<file path="src/rtl/sp_ram_req_ctrl.sv">
// sp_ram_req_ctrl
//   Request/response front-end for a single-port RAM with a registered
//   1-cycle read. Turns a valid/ready request stream (reads and byte-masked
//   writes) into RAM pin activity. Read data passes through a 2-entry
//   response FIFO, so downstream backpressure never drops data.
//
// Ports
//   CLK, RST_N        clock, synchronous active-low reset
//   REQ_*             request channel (valid/ready, we, addr, wdata, be)
//   RSP_*             read response channel (valid/ready, rdata)
//   RAM_A/DI/BW/CE/RDWEN  outputs to the RAM; RAM_DO  input from the RAM
//   STAT_RD_CNT/STAT_WR_CNT/STAT_STALL_CNT
//                     saturating activity counters. They are present only
//                     when SP_RAM_CTRL_STATS_EN is defined.
module sp_ram_req_ctrl #(
  parameter int ADDR_WIDTH = 10,
  parameter int DATA_WIDTH = 64,
  parameter int COL_WIDTH  = 8,
  localparam int NUM_COL   = DATA_WIDTH / COL_WIDTH
) (
  input  logic                  CLK,
  input  logic                  RST_N,
  input  logic                  REQ_VALID,
  output logic                  REQ_READY,
  input  logic                  REQ_WE,
  input  logic [ADDR_WIDTH-1:0] REQ_ADDR,
  input  logic [DATA_WIDTH-1:0] REQ_WDATA,
  input  logic [NUM_COL-1:0]    REQ_BE,
  output logic                  RSP_VALID,
  input  logic                  RSP_READY,
  output logic [DATA_WIDTH-1:0] RSP_RDATA,
  output logic [ADDR_WIDTH-1:0] RAM_A,
  output logic [DATA_WIDTH-1:0] RAM_DI,
  output logic [NUM_COL-1:0]    RAM_BW,
  output logic                  RAM_CE,
  output logic                  RAM_RDWEN,
  input  logic [DATA_WIDTH-1:0] RAM_DO
`ifdef SP_RAM_CTRL_STATS_EN
  ,
  output logic [31:0]           STAT_RD_CNT,
  output logic [31:0]           STAT_WR_CNT,
  output logic [31:0]           STAT_STALL_CNT
`endif
);

  if (DATA_WIDTH % COL_WIDTH != 0) begin : g_bad_col
    $fatal(1, "sp_ram_req_ctrl: DATA_WIDTH must be a multiple of COL_WIDTH");
  end

  logic [1:0]            count;        // FIFO occupancy, 0..2
  logic                  rd_inflight;  // read issued last cycle; RAM_DO valid now
  logic                  head, tail;
  logic [DATA_WIDTH-1:0] fifo_q [2];

  logic acc, rd_acc, pop, push;
  logic [2:0] committed;

  // A read needs a FIFO slot for when its data lands. Slots in use are the
  // stored entries plus the in-flight read, minus any entry leaving this cycle.
  assign pop       = RSP_VALID & RSP_READY;
  assign push      = rd_inflight;
  assign committed = {1'b0, count} + {2'b0, rd_inflight} - {2'b0, pop};
  assign REQ_READY = RST_N & (REQ_WE | (committed < 3'd2));
  assign acc       = REQ_VALID & REQ_READY;
  assign rd_acc    = acc & ~REQ_WE;

  assign RAM_CE    = acc;
  assign RAM_RDWEN = REQ_WE;
  assign RAM_A     = REQ_ADDR;
  assign RAM_DI    = REQ_WDATA;
  assign RAM_BW    = REQ_WE ? REQ_BE : '0;

  assign RSP_VALID = (count != 2'd0);
  assign RSP_RDATA = fifo_q[head];

  always_ff @(posedge CLK) begin
    if (!RST_N) begin
      count       <= 2'd0;
      rd_inflight <= 1'b0;
      head        <= 1'b0;
      tail        <= 1'b0;
    end else begin
      rd_inflight <= rd_acc;
      if (push) tail <= ~tail;
      if (pop)  head <= ~head;
      count <= count + {1'b0, push} - {1'b0, pop};
    end
  end

  // Data storage needs no reset; occupancy alone decides validity.
  always_ff @(posedge CLK) begin
    if (RST_N && push) fifo_q[tail] <= RAM_DO;
  end

`ifdef SP_RAM_CTRL_STATS_EN
  logic [31:0] stat_rd_q, stat_wr_q, stat_stall_q;

  always_ff @(posedge CLK) begin
    if (!RST_N) begin
      stat_rd_q    <= '0;
      stat_wr_q    <= '0;
      stat_stall_q <= '0;
    end else begin
      if (rd_acc && stat_rd_q != '1)                    stat_rd_q    <= stat_rd_q + 32'd1;
      if (acc && REQ_WE && stat_wr_q != '1)             stat_wr_q    <= stat_wr_q + 32'd1;
      if (REQ_VALID && !REQ_READY && stat_stall_q != '1) stat_stall_q <= stat_stall_q + 32'd1;
    end
  end

  assign STAT_RD_CNT    = stat_rd_q;
  assign STAT_WR_CNT    = stat_wr_q;
  assign STAT_STALL_CNT = stat_stall_q;
`endif

endmodule
</file>
<file path="config.mk">
export PLATFORM = sky130hd
export DESIGN_NAME = sp_ram_req_ctrl
export DESIGN_NICKNAME = d
export VERILOG_FILES = /design/src/rtl/sp_ram_req_ctrl.sv
export SDC_FILE = /design/constraint.sdc
export NUM_CORES = 1
export LEC_CHECK = 0
export ABC_AREA = 1
export BUFFER_PORTS_ARGS = -buffer_cell sky130_fd_sc_hd__buf_2
export CAP_MARGIN = 20
export CORE_AREA = 10 10 96 183
export CTS_CLUSTER_SIZE = 14
export DETAILED_ROUTE_END_ITERATION = 10
export DIE_AREA = 0 0 106 193
export PLACE_DENSITY = 0.8
export SETUP_SLACK_MARGIN = 0.15
export SYNTH_ARGS = -nofsm -noshare
export SYNTH_HDL_FRONTEND = slang
export SYNTH_SLANG_ARGS = --single-unit
</file>
<file path="constraint.sdc">
create_clock -name CLK -period 5.5 [get_ports CLK]
set_input_delay 0.275 -clock CLK [delete_from_list [all_inputs] [get_ports CLK]]
set_output_delay 0.275 -clock CLK [all_outputs]
set_load 0.02 [all_outputs]
</file>
==> run_results.csv <==
group,metric,value,unit
outcome,status,"finished clean",
route,wl,12100,um
sta,grt_setup_unrepaired,"false",
sta,setup_tns,0,ps
setup_path,startpoint,"count[1]$_SDFF_PN0_",
route,drt_pass1_iterations,4,
logic_synthesis,synth_commonest_cells,"edfxtp_1, buf_4, mux2_4, inv_1, nand2_1",
setup_path,crit_path_max_fanout,5,
logic_synthesis,yosysTopAreaCellShare,65.6,%
logic_synthesis,ys_types,19,
logic_synthesis,synth_area_leader_cell,"edfxtp_1",
route,postRouteAntennaNets,0,
floorplan,dieArea,20500,um2
place,dp_slack,3140,ps
cts,cts_root_buf,"clkbuf_16",
logic_synthesis,syn_area,5860,um2
floorplan,die_h,193,um
setup_path,start_kind,"register",
route,detail_route.vias_per_cell,4.55,
setup_path,cp.required,5220,ps
power_and_ir_drop,leakage,0.00280,uW
cts,tritoncts,"yes",
global_route,use_met1,12.4,%
route,post-route-drc-count,0,
finish,syn2layout_area_growth,17.3,%
place,dpl_cell_area,6210,um2
cts,cts_resized,0,
global_route,grt.total_usage,11.6,%
logic_synthesis,synthesis.nets,490,
logic_synthesis,yosys_warnings,0,
cts,clockBufferDepth,2,
logic_synthesis,syn_avg_cell_area,17.4,um2
global_route,grt_pass1_vias,3299,
cts,cts_hold_buf,0,
route,drt_iter0_markers,68,
setup_path,worstPathArrival,2510,ps
power_and_ir_drop,ir_drop,289,uV
place,place.port_buffers,152,
logic_synthesis,synth_cells,336,
power_and_ir_drop,power.density,440,nW/um2
global_route,grt_antenna_before_repair,3,
floorplan,fp.coreArea,14700,um2
sta,worst_pin_slew,945,ps
sta,skew,11.7,ps
sta,drv_slew,0,
sta,max-slew-margin-rel,36.9,%
cts,cts_buffers,17,
logic_synthesis,yosysMostFrequentCell,"edfxtp_1",
job,cap_violations,0,
sta,worst_slack,2720,ps
sta,hold_viol,0,
sta,setup_viol,0,
logic_synthesis,ys_async_sr_fraction,0,%
cts,cts.sinks,134,
cts,cts_setup_buffers,0,
logic_synthesis,synth_area_leaders,"edfxtp_1, mux2_4, buf_4",
logic_synthesis,synth-seq-area-share,67.6,%
setup_path,end_kind,"output port",
logic_synthesis,synth_ff_type,"edfxtp_1",
power_and_ir_drop,finalPower,3020,uW
global_route,grtUsageMet2,16.5,%
finish,drive_above_1_share,57.6,%
worst_hold_path,hold_start,"RAM_DO[55]",
global_route,overflow,0,
sta,period_share,50.6,%
place,gp_congestion,0.724,
finish,nets,582,
place,hpwl,9030,um
setup_path,worstSetupPathType,"reg2out",
cts,clkLatencyLatePin,400,ps
floorplan,rows,63,
finish,final_area,6880,um2
cts,cts_max_level,4,
floorplan,io_pins,301,
route,routedWlPerCell,19.0,um
sta,clock.fmax,0.359,GHz
logic_synthesis,synth-edff-count,128,
floorplan,start_util,40.0,%
finish,fin_util,46.9,%
setup_path,reg2reg_from,"tail$_SDFFE_PN0P_",
worst_hold_path,hp-class,"in2reg",
floorplan,fp.dieW,106,um
global_route,grt_pass1_wl,18000,um
global_route,grt.busiest_layer,"met2",
global_route,gr-usage-met3,8.66,%
logic_synthesis,synth-seq-cells,134,
cts,path_clk_slew,60,ps
route,vias,2897,
global_route,grt_max_degree,36,
sta,final.min_clock_period,2780,ps
-- state kept, by name (all words and copies together) (netlist names), named ones only --
name	cells
count	2
fifo_q	128
head	1
push	1
tail	1
-- final timing paths --
path / cells past startpoint / slack [ps] / end
worst min register to register: 2 / 480 / tail$_SDFFE_PN0P_
worst min-delay path: 1 / 50 / fifo_q[0][55]$_DFFE_PP_
worst max-delay path: 11 / 2720 / RAM_CE
worst max register to register: 4 / 3370 / fifo_q[0][36]$_DFFE_PP_
-- power breakdown --
group          total, uW  internal (uW)  switching (uW)  leakage [uW]
registers           1220           1170            46.2       0.00120
clock network       1250            845             402      0.000321
logic                559            264             294       0.00128
-- layout make-up --
class | instances | area, um2
antenna | 3 | 7.51
timing repair buffer | 156 | 791
sequential | 134 | 3970
inverter | 21 | 78.8
clock buffer | 17 | 425
fill | 1307 | 7790
multi-input combinational | 98 | 1130
clock inverter | 13 | 229
tap | 195 | 244
-- through the flow --
step | hold WS, ps | instances
3_5_place_dp | 464 | 604
5_1_grt | 36.8 | 634
6_report | 53.9 | 637
4_1_cts | 32.4 | 634
3_3_place_gp | 450 | 604
2_1_floorplan | 368 | 336
-- per-layer routing --
layer  up-vias  share of wire, %
li1       1316                 -
met1      1340                38
met2       207                44
met3        34                15
met4         0               2.6
met5         -                 0
-- worst max-delay path, stage by stage (launching register included) --
cell	delay, ps
dfxtp_1	350
o21a_1	230
ha_1	300
inv_1	70
ha_1	140
inv_1	50
fa_1	530
nand3_1	90
nand2_1	60
nand2_1	60
nor2_1	80
buf_2	160
-- logic make-up (layout without fill, tap and decap cells) --
group / after synthesis / after routing / synth area share (%)
flip-flops: 134 / 134 / 67.6
buffers and inverters: 104 / 207 / 13.3
multiplexers: 64 / 64 / 16.1
AND/OR/NAND/NOR: 29 / 29 / 1.99
adder cells (fa/ha/maj): 3 / 3 / 0.768
AO/OA/AOI/OAI: 2 / 2 / 0.213
other: 0 / 3 / 0
-- cell usage in the layout (no fill, tap or decap), types with 2 or more instances in the layout --
| master | n |
|---|---|
| nand2_1 | 18 |
| buf_4 | 4 |
| mux2_2 | 4 |
| ha_1 | 2 |
| dfxtp_1 | 5 |
| clkinv_4 | 3 |
| mux2_4 | 60 |
| edfxtp_1 | 128 |
| nor2_1 | 6 |
| buf_2 | 152 |
| diode_2 | 3 |
| inv_1 | 21 |
| clkinv_2 | 2 |
| bufinv_16 | 6 |
| clkbuf_16 | 17 |
Note: power is estimated with default switching activity, not from simulation.
